## src/rtl/csr_file.sv

```systemverilog
// rtl/csr_file.sv - Machine-mode CSR file: scratch CSRs, cycle/instret counters, SET/CLEAR/PASS RMW datapath
module csr_file #(
    parameter int          WIDTH         = 32,
    parameter int          NUM_SCRATCH   = 4,
    parameter logic [11:0] SCRATCH_BASE  = 12'h340,
    parameter int          COUNTER_WIDTH = 64
) (
    input  logic             clk_i,
    input  logic             reset_n_i,
    input  logic             csr_en_i,
    input  logic [1:0]       csr_control_i,
    input  logic [11:0]      csr_addr_i,
    input  logic [WIDTH-1:0] operand_a_i,
    input  logic             write_suppress_i,
    input  logic             retire_i,
    output logic [WIDTH-1:0] csr_rdata_o,
    output logic             illegal_o
);
    localparam logic [1:0] CSR_READ  = 2'b00;
    localparam logic [1:0] CSR_PASS  = 2'b01;
    localparam logic [1:0] CSR_SET   = 2'b10;
    localparam logic [1:0] CSR_CLEAR = 2'b11;
    localparam int HI_W = COUNTER_WIDTH - WIDTH;
    localparam logic [COUNTER_WIDTH-1:0] CNT_ONE = COUNTER_WIDTH'(1);

    logic [WIDTH-1:0]         scratch_q [NUM_SCRATCH];
    logic [COUNTER_WIDTH-1:0] cycle_q;
    logic [COUNTER_WIDTH-1:0] instret_q;

    logic [NUM_SCRATCH-1:0] scratch_hit;
    logic [WIDTH-1:0]       scratch_rdata;
    logic                   ctr_hit;
    logic                   ro_range;
    logic                   mapped;
    logic [WIDTH-1:0]       old_val;
    logic [WIDTH-1:0]       new_val;
    logic                   wants_write;
    logic                   illegal;
    logic                   do_write;
    logic                   wr_cycle_lo;
    logic                   wr_cycle_hi;
    logic                   wr_instret_lo;
    logic                   wr_instret_hi;

    always_comb begin
        scratch_hit   = '0;
        scratch_rdata = '0;
        for (int i = 0; i < NUM_SCRATCH; i++) begin
            if (csr_addr_i == SCRATCH_BASE + 12'(i)) begin
                scratch_hit[i] = 1'b1;
                scratch_rdata  = scratch_q[i];
            end
        end
    end

    // The C-range addresses are read-only shadows of the same counter halves.
    always_comb begin
        ctr_hit = 1'b1;
        old_val = '0;
        case (csr_addr_i)
            12'hB00, 12'hC00: old_val = cycle_q[WIDTH-1:0];
            12'hB80, 12'hC80: old_val = WIDTH'(cycle_q[COUNTER_WIDTH-1:WIDTH]);
            12'hB02, 12'hC02: old_val = instret_q[WIDTH-1:0];
            12'hB82, 12'hC82: old_val = WIDTH'(instret_q[COUNTER_WIDTH-1:WIDTH]);
            default: begin
                ctr_hit = 1'b0;
                old_val = scratch_rdata;
            end
        endcase
    end

    always_comb begin
        new_val = old_val;
        case (csr_control_i)
            CSR_READ:  new_val = old_val;
            CSR_PASS:  new_val = operand_a_i;
            CSR_SET:   new_val = old_val | operand_a_i;
            CSR_CLEAR: new_val = old_val & ~operand_a_i;
        endcase
    end

    assign ro_range    = ctr_hit && (csr_addr_i[11:8] == 4'hC);
    assign mapped      = ctr_hit || (|scratch_hit);
    assign wants_write = csr_en_i &&
                         ((csr_control_i == CSR_PASS) ||
                          (((csr_control_i == CSR_SET) || (csr_control_i == CSR_CLEAR)) && !write_suppress_i));
    assign illegal     = csr_en_i && (!mapped || (wants_write && ro_range));
    assign do_write    = wants_write && mapped && !ro_range && !illegal;

    assign wr_cycle_lo   = do_write && (csr_addr_i == 12'hB00);
    assign wr_cycle_hi   = do_write && (csr_addr_i == 12'hB80);
    assign wr_instret_lo = do_write && (csr_addr_i == 12'hB02);
    assign wr_instret_hi = do_write && (csr_addr_i == 12'hB82);

    assign csr_rdata_o = (csr_en_i && !illegal) ? old_val : '0;
    assign illegal_o   = illegal;

    // A write to either half of a counter replaces its increment for that edge; no carry on write.
    always_ff @(posedge clk_i or negedge reset_n_i) begin
        if (!reset_n_i) begin
            for (int i = 0; i < NUM_SCRATCH; i++) begin
                scratch_q[i] <= '0;
            end
            cycle_q   <= '0;
            instret_q <= '0;
        end else begin
            for (int i = 0; i < NUM_SCRATCH; i++) begin
                if (do_write && scratch_hit[i]) begin
                    scratch_q[i] <= new_val;
                end
            end

            if (wr_cycle_lo) begin
                cycle_q[WIDTH-1:0] <= new_val;
            end else if (wr_cycle_hi) begin
                cycle_q[COUNTER_WIDTH-1:WIDTH] <= new_val[HI_W-1:0];
            end else begin
                cycle_q <= cycle_q + CNT_ONE;
            end

            if (wr_instret_lo) begin
                instret_q[WIDTH-1:0] <= new_val;
            end else if (wr_instret_hi) begin
                instret_q[COUNTER_WIDTH-1:WIDTH] <= new_val[HI_W-1:0];
            end else if (retire_i) begin
                instret_q <= instret_q + CNT_ONE;
            end
        end
    end
endmodule
```

## config.mk

```make
export PLATFORM = sky130hd
export DESIGN_NAME = csr_file
export DESIGN_NICKNAME = d
export VERILOG_FILES = /design/src/rtl/csr_file.sv
export SDC_FILE = /design/constraint.sdc
export NUM_CORES = 1
export LEC_CHECK = 0
export ABC_AREA = 1
export BUFFER_PORTS_ARGS = -buffer_cell sky130_fd_sc_hd__buf_4
export CORE_MARGIN = 2
export CORE_UTILIZATION = 56
export CTS_CLUSTER_SIZE = 12
export DETAILED_ROUTE_END_ITERATION = 8
export GPL_TIMING_DRIVEN = 1
export PLACE_DENSITY = 0.8
export SLEW_MARGIN = 20
export SYNTH_ARGS = -nofsm -noshare
export SYNTH_HDL_FRONTEND = slang
export SYNTH_SLANG_ARGS = --single-unit
```

## constraint.sdc

```tcl
create_clock -name clk_i -period 1.8 [get_ports clk_i]
set_input_delay 0.27 -clock clk_i [delete_from_list [all_inputs] [get_ports clk_i]]
set_output_delay 0.27 -clock clk_i [all_outputs]
set_load 0.01 [all_outputs]
```

==> results of run 1 <==
Yosys cell counts, types with 8 or more instances:
cell type  number
nand2_1      1105
nand3_1       494
nor2_1        333
inv_1         264
dfrtp_1       256
o21ai_0        93
nand4_1        90
nor3_1         76
clkbuf_1       67
buf_2          60
xor2_1         46
o211ai_1       17
inv_2          16
o21ai_1        16
a21oi_1        15
xnor2_1        14
nor2_2          9
nand3b_1        8
or2_2           8
cell families after synthesis:
group | synth area share, %
buffers and inverters | 8.92
xor gates and xnor gates | 2.82
and+or+nand+nor | 49.2
AOI/OAI and AO/OA | 4.55
adders and majority gates | 0.134
DFF | 34.4
metrics by stage:
stage                     hold WS (ps)  setup slack, ps  setup TNS [ps]
after floorplan                  -25.6            -32.5            -887
after global placement             216             -796         -120430
after detailed placement           215             -804         -139250
after CTS                         49.1             -434          -14850
layer usage:
layer,track usage [%],overflow
met5,58.5,3
met4,100,347
met3,81.7,33
met2,109,790
met1,89.3,38
repair_timing:
action | in CTS
endpoints found under the hold margin | 48
setup buffers | 101
cloned | 13
setup endpoints to repair | 130
resized for setup | 459
hold buffers | 1
pin swaps | 152
==> results_dict.tcl, run 1 <==
set metrics [dict create \
    mappedNetlistNets 3084 \
    clockRootBuffer "clkbuf_16" \
    netlist_area_um2 18600 \
    cts_num_sinks 256 \
    pin_count_of_the_biggest_net_entering_global_routing 62 \
    synth_seq_area_share_pct 34.4 \
    yosysTopAreaCellShare_pct 34.4 \
    ys_dominant_reg_cell "dfrtp_1" \
    synthCells 3031 \
    floorplan.rows 66 \
    fail_step "global routing (5_1_grt)" \
    place.detailed.hpwl_mm 68.7 \
    start_util_pct 57.1 \
    synth_warnings 0 \
    yosys-top-cells-area "dfrtp_1 (34%), nand2_1 (22%), nand3_1 (13%)" \
    synth_enable_flop_cells 0 \
    design.portCount 84 \
    synth_unique_cells 39 \
    placedCellCount 4017 \
    track_usage_pct 93.7 \
    numPortBuffers 83 \
    outcome "did not finish" \
    dieWidth_um 186 \
    ffs_latches_synth 256 \
    routabilityCongestion 1.14 \
    die_y_um 186 \
    proportion_of_register_bits_with_asynchronous_set_or_reset_after_synthesis_pct 100 \
    cts-buffers-inserted 30 \
    grt_overflow_total 1211 \
    clockBufferDepth 3 \
    postSynthAreaPerCell_um2 6.15 \
    synth_area_leader_cell "dfrtp_1" \
    error "[ERROR GRT-0232] Routing congestion too high. Check the congestion heatmap in the GUI." \
    clock_tree.htree_level_count 1 \
    postPlaceCellArea_um2 24500 \
]
==> inputs of run 2 (changes only) <==
--- a/config.mk
+++ b/config.mk
@@ -8,11 +8,10 @@
 export ABC_AREA = 1
 export BUFFER_PORTS_ARGS = -buffer_cell sky130_fd_sc_hd__buf_4
 export CORE_MARGIN = 2
-export CORE_UTILIZATION = 56
-export CTS_CLUSTER_SIZE = 12
+export CORE_UTILIZATION = 40
 export DETAILED_ROUTE_END_ITERATION = 8
 export GPL_TIMING_DRIVEN = 1
-export PLACE_DENSITY = 0.8
+export PLACE_DENSITY_LB_ADDON = 0.15
 export SLEW_MARGIN = 20
 export SYNTH_ARGS = -nofsm -noshare
 export SYNTH_HDL_FRONTEND = slang
==> constraint.sdc (replaced) <==
create_clock -name clk_i -period 2.3 [get_ports clk_i]
set_input_delay 0.345 -clock clk_i [delete_from_list [all_inputs] [get_ports clk_i]]
set_output_delay 0.345 -clock clk_i [all_outputs]
set_load 0.01 [all_outputs]
==> results_dict.tcl, run 2 <==
set metrics [dict create \
    power_frac_clock_pct 46.7 \
    synth_area_leader_cell "dfrtp_1" \
    proportion_of_register_bits_with_asynchronous_set_or_reset_after_synthesis_pct 100 \
    p_sw_share_pct 29.3 \
    die_y_um 220 \
    yosysTopAreaCellShare_pct 34.4 \
    area_growth_syn_to_layout_pct 43.9 \
    final_nets 3535 \
    finalWorstSetupSlack_ps -168 \
    floorplan.rows 79 \
    layout.core_utilization_pct 58.0 \
    crit_arrival_ps 2120 \
    grt_antenna_before_repair 3 \
    track_usage_pct 41.6 \
    vias_in_the_first_global_route 22005 \
    synth_common_cells "nand2_1 (1105), nand3_1 (494), nor2_1 (333)" \
    dieWidth_um 220 \
    placedCellCount 3983 \
    synth_unique_cells 39 \
    grt_overflow_total 0 \
    yosys-top-cells-area "dfrtp_1 (34%), nand2_1 (22%), nand3_1 (13%)" \
    grt_first_pass_wirelength_mm 145 \
    p_int_w 0.00872 \
    worstHoldPathType "input port to register" \
    synth_most_common_cell "nand2_1" \
    netsw_w 0.00362 \
    post-route-min-period_ps 2470 \
    synth_enable_flop_cells 0 \
    final_antenna_net_count 0 \
    detail_route.vias_per_cell 5.79 \
    vdd_drop_max_v 0.000592 \
    synthCells 3031 \
    finalWirelength_mm 103 \
    layout_commonest_cell "nand2_1" \
    cts-buffers-inserted 34 \
    netlist_area_um2 18600 \
    final_max_slew_viol_count 0 \
    required_ps 1960 \
    final-setup-viol-count 32 \
    outcome "finished with violations" \
    synth_seq_area_share_pct 34.4 \
    slew-limit-headroom_pct 60.2 \
    place.detailed.hpwl_mm 78.1 \
    start_util_pct 40.3 \
    fin_worst_skew_ps 31.5 \
    num_antenna_cells 0 \
    startpoint_type "input port" \
    cts_num_sinks 256 \
    fin_crit_sh_pct 107 \
    pin_count_of_the_biggest_net_entering_global_routing 63 \
    mappedNetlistNets 3084 \
    clock_insertion_delay_worst_skew_ps 580 \
    rsz0062_at_grt "true" \
    power.leakage_nw 12.9 \
    design.portCount 84 \
    drv.max_cap_violation_count 0 \
    max_flop_register "scratch_q" \
    maxClockFrequency_mhz 405 \
    layout.cells.non_filler 4111 \
    detailroute.via_count 23798 \
    wl_per_cell_um 25.1 \
    clock_tree.htree_level_count 2 \
    timing.final.hold_violations 0 \
    largest_reg_flops 128 \
    postSynthAreaPerCell_um2 6.15 \
    drive_gt1_share_pct 25.8 \
    drc_errors 0 \
    drt-pass1-iter-count 6 \
    numPortBuffers 83 \
    cts_tree "done" \
    clockRootBuffer "clkbuf_16" \
    ffs_latches_synth 256 \
    initialDrtViolationCount 2921 \
    num-fill-cells 4383 \
    largestRegisters "scratch_q x128, cycle_q x64, instret_q x64" \
    path_class "input port to output port" \
    pwr-share-comb_pct 13.7 \
    routabilityCongestion 1.02 \
    placeableCoreArea_um2 46300 \
    worst_setup_path_end_kind "output port" \
    worst_pin_slew_ps 592 \
    ys_dominant_reg_cell "dfrtp_1" \
    synth_warnings 0 \
    sequentialPowerShare_pct 39.6 \
    mostFrequentLayoutCells "nand2_1 (1018), nand3_1 (460), buf_4 (394), nor2_1 (267), inv_1 (256)" \
    clockBufferDepth 3 \
    clk_pin_slew_worst_paths_ps 60 \
    die-area_um2 48300 \
    violations "negative setup slack" \
    critPathMaxFanout 6 \
    power_per_cell_area_nw_per_um2 460 \
]
## run 2: power by group through the flow
stage / clock [W] / sequential, W / combinational, W
floorplan: 0 / 0.00485 / 0.000600
global placement: 0 / 0.00494 / 0.00149
detailed placement: 0 / 0.00494 / 0.00152
CTS: 0.00577 / 0.00486 / 0.00158
global route: 0.00595 / 0.00490 / 0.00178
finish: 0.00577 / 0.00489 / 0.00169
## run 2: what timing repair did
item                                    CTS  global route
buffers inserted                         36            27
gates cloned                              5            12
gates resized for setup                 171           238
endpoints found under the setup margin   34            68
pin swaps                                47            83
hold buffers                              1             0
hold endpoints to repair                 55             0
## run 2: layer usage
metal	track usage, %	wire (µm)	up-vias
li1	-	-	10661
met1	55.3	41600	11447
met2	61.0	43500	1376
met3	12.3	11800	312
met4	21.4	6410	2
met5	0	11	-
## run 2: cell type report
class	count	area, µm²	share of cell area (%)
clock inverters	14	216	0.807
well taps	607	759	2.83
flip-flops and latches	256	6410	23.9
clock buffers	44	940	3.50
multi-input cells	2357	11700	43.6
repair buffers	552	5740	21.4
inverters	281	1070	3.98
## run 2: logic make-up (layout without fill, tap and decap cells)
| family | count (synthesis) | in the layout | synth area share (%) |
|---|---|---|---|
| xor gates and xnor gates | 60 | 60 | 2.82 |
| buffers and inverters | 418 | 891 | 8.92 |
| AOI/OAI and AO/OA | 150 | 150 | 4.55 |
| and+or+nand+nor | 2145 | 2145 | 49.2 |
| adders and majority gates | 2 | 2 | 0.134 |
| DFF | 256 | 256 | 34.4 |
## run 2: path summary, 6_finish.rpt
kind,from,endpoint,slack [ps],cells past startpoint
min in group asynchronous,reset_n_i,scratch_q[100],340,2
max in group asynchronous,reset_n_i,instret_q[46],1270,3
worst min-delay path,operand_a_i[25],instret_q[57],180,5
worst max register to register,instret_q[20],instret_q[54],40,9
worst max-delay path,csr_addr_i[3],csr_rdata_o[21],-170,15
worst min register to register,scratch_q[72],scratch_q[72],480,2
## run 2: metrics by stage
step                area, µm²  hold WS [ps]  setup TNS (ps)  setup slack, ps  total power, W
finish                  26800           177           -2850             -168          0.0123
CTS                     25500           153           -1650            -85.8          0.0122
detailed placement      23400           344          -59930             -405         0.00646
global placement        23400           339          -46760             -332         0.00643
floorplan               18600          49.4               0              316         0.00545
global route            26800           224           -4860             -219          0.0126
## run 2: critical path, cell delays in order
cell and delay (ps):
buf_8 100, nor2_4 220, buf_6 150, nand3_4 60, buf_6 140, nor2_4 130
nand2_4 120, buf_12 180, buf_8 140, nor2_4 70, nor2_2 50, nand2_2 90
nand2_2 60, nor2_2 110, buf_4 130
(Power assumes the default switching activity.)
==> inputs of run 3 (changes only) <==
--- a/config.mk
+++ b/config.mk
@@ -5,12 +5,12 @@
 export SDC_FILE = /design/constraint.sdc
 export NUM_CORES = 1
 export LEC_CHECK = 0
-export ABC_AREA = 1
 export BUFFER_PORTS_ARGS = -buffer_cell sky130_fd_sc_hd__buf_4
 export CORE_MARGIN = 2
 export CORE_UTILIZATION = 40
 export DETAILED_ROUTE_END_ITERATION = 8
 export GPL_TIMING_DRIVEN = 1
+export HOLD_SLACK_MARGIN = 0.06
 export PLACE_DENSITY_LB_ADDON = 0.15
 export SLEW_MARGIN = 20
 export SYNTH_ARGS = -nofsm -noshare
==> results_dict.tcl, run 3 <==
set metrics [dict create \
    outcome "finished with violations" \
    violations "negative setup slack" \
    grt_antenna_before_repair 0 \
    detailroute.via_count 18726 \
    synth_warnings 0 \
    post-route-min-period_ps 2880 \
    placeableCoreArea_um2 39600 \
    synth_area_leader_cell "dfrtp_1" \
    fin_worst_skew_ps 21.3 \
    layout_commonest_cell "buf_4" \
    ys_dominant_reg_cell "dfrtp_1" \
    required_ps 1960 \
    initialDrtViolationCount 2257 \
    cell_with_the_largest_stage_delay_on_the_worst_path "mux4_2" \
    crit_path_max_incr_delay_ps 510 \
    cts_tree "done" \
    start_util_pct 40.5 \
    path_class "register to output port" \
    synth_most_common_cell "nand2_1" \
    ffs_latches_synth 256 \
    worst_pin_slew_ps 707 \
    mappedNetlistNets 1964 \
    final_nets 2493 \
    netlist_area_um2 16000 \
    max_flop_register "scratch_q" \
    postSynthAreaPerCell_um2 8.40 \
    cts-buffers-inserted 34 \
    clockBufferDepth 3 \
    die_y_um 204 \
    drc_errors 0 \
    critical_path.n_buffers_inverters 2 \
    layout.core_utilization_pct 64.1 \
    num-fill-cells 3332 \
    crit_arrival_ps 2540 \
    cts_num_sinks 256 \
    clock_tree.htree_level_count 2 \
    drive_gt1_share_pct 42.7 \
    synth_seq_area_share_pct 39.9 \
    yosys-top-cells-area "dfrtp_1 (40%), nand2_1 (6.5%), a21oi_1 (5.3%)" \
    largestRegisters "scratch_q x128, cycle_q x64, instret_q x64" \
    startpoint_type "register" \
    clockRootBuffer "clkbuf_16" \
    final_antenna_net_count 0 \
    fin_crit_sh_pct 125 \
    critPathMaxFanout 2 \
    vdd_drop_max_v 0.000516 \
    timing.final.hold_violations 0 \
    design.portCount 84 \
    proportion_of_register_bits_with_asynchronous_set_or_reset_after_synthesis_pct 100 \
    wl_per_cell_um 28.2 \
    grt_first_pass_wirelength_mm 121 \
    worstHoldPathType "input port to register" \
    synth_unique_cells 85 \
    detail_route.vias_per_cell 6.26 \
    total_power_w 0.0124 \
    worst_setup_path_end_kind "output port" \
    mostFrequentLayoutCells "buf_4 (435), nand2_1 (258), dfrtp_1 (255), nor2_1 (133), buf_6 (122)" \
    drt-pass1-iter-count 6 \
    dieWidth_um 204 \
    slew-limit-headroom_pct 52.9 \
    synth_common_cells "nand2_1 (279), dfrtp_1 (256), nor2_1 (177)" \
    maxClockFrequency_mhz 347 \
    finalWirelength_mm 84.4 \
    vias_in_the_first_global_route 18090 \
    numPortBuffers 83 \
    yosysTopAreaCellShare_pct 39.9 \
    track_usage_pct 39.9 \
    finalSetupTns_ps -16760 \
    rsz0062_at_grt "true" \
    floorplan.rows 73 \
    synthCells 1911 \
    grt_overflow_total 0 \
    final-setup-viol-count 98 \
    finalWorstSetupSlack_ps -582 \
    synth_enable_flop_cells 0 \
    place.detailed.hpwl_mm 60.4 \
    largest_reg_flops 128 \
    final_max_slew_viol_count 0 \
    clk_pin_slew_worst_paths_ps 60 \
    area_growth_syn_to_layout_pct 58.3 \
    timing.critical_path.cells "or3_4, mux4_2, a221oi_4, buf_4, nor2_4, buf_6" \
    pin_count_of_the_biggest_net_entering_global_routing 68 \
    power_per_cell_area_nw_per_um2 489 \
    power.leakage_nw 11.0 \
    die-area_um2 41700 \
    cpLargestDelayFamily "multiplexers" \
    drv.max_cap_violation_count 0 \
    clock_insertion_delay_worst_skew_ps 570 \
    routabilityCongestion 1.02 \
]
[run 3: worst reg2reg max path: cells and delay by family (launching register included)]
kind | cells | cell delay, ps
flops | 1 | 360
simple gates | 7 | 1740
buf+inv | 1 | 160
[run 3: routing by layer]
| layer | GRT usage [%] | vias up | part of all wire (%) |
|---|---|---|---|
| li1 | - | 8127 | - |
| met1 | 53.8 | 9186 | 40 |
| met2 | 60.1 | 1137 | 44 |
| met3 | 7.40 | 276 | 9.8 |
| met4 | 23.0 | 0 | 6.3 |
| met5 | 0 | - | 0 |
[run 3: worst paths after layout]
path	from	endpoint	slack [ps]	cells past startpoint
worst min-delay path	operand_a_i[23]	cycle_q[23]	80	3
min in group asynchronous	reset_n_i	scratch_q[70]	370	2
worst min register to register	scratch_q[76]	scratch_q[76]	470	2
worst max register to register	instret_q[21]	instret_q[48]	-70	8
worst max-delay path	scratch_q[20]	csr_rdata_o[20]	-580	6
max in group asynchronous	reset_n_i	scratch_q[93]	1150	3
[run 3: logic make-up after synthesis]
| kind of cell | share of synthesized area [%] |
|---|---|
| mux | 4.70 |
| xor+xnor | 4.42 |
| fa+ha+maj | 0.156 |
| simple gates | 24.0 |
| flops | 39.9 |
| compound gates | 23.0 |
| buf+inv | 3.85 |
[run 3: what timing repair did]
| item | 4_1_cts | 5_1_grt |
|---|---|---|
| hold endpoints to repair | 62 | 0 |
| resized for setup | 266 | 266 |
| hold buffers | 4 | 0 |
| setup buffers | 53 | 58 |
| gates cloned | 6 | 1 |
| endpoints found under the setup margin | 114 | 209 |
| pin swaps | 70 | 111 |
[run 3: final cells by class]
class	count	area (µm²)	share of cell area (%)
multi-input cells	1507	11100	43.7
flip-flops and latches	256	6410	25.2
repair buffers	628	6000	23.6
clock buffers	43	968	3.81
well taps	525	657	2.59
clock inverters	17	203	0.798
inverters	13	48.8	0.192
diodes	1	2.50	0.00986
[run 3: metrics by stage]
step | worst slack, ps | hold slack [ps] | std cells | cell area, µm²
global route | -563 | 120 | 2989 | 25400
global placement | -696 | 381 | 2834 | 21000
floorplan | -174 | 49.4 | 1911 | 16600
CTS | -576 | 60.0 | 2949 | 23900
finish | -582 | 80.8 | 2990 | 25400
detailed placement | -716 | 379 | 2834 | 21000
[run 3: where the power goes]
part           switching (W)  internal, W
clock                0.00227      0.00344
sequential         0.0000768      0.00464
combinational        0.00118     0.000802
total                0.00354      0.00889
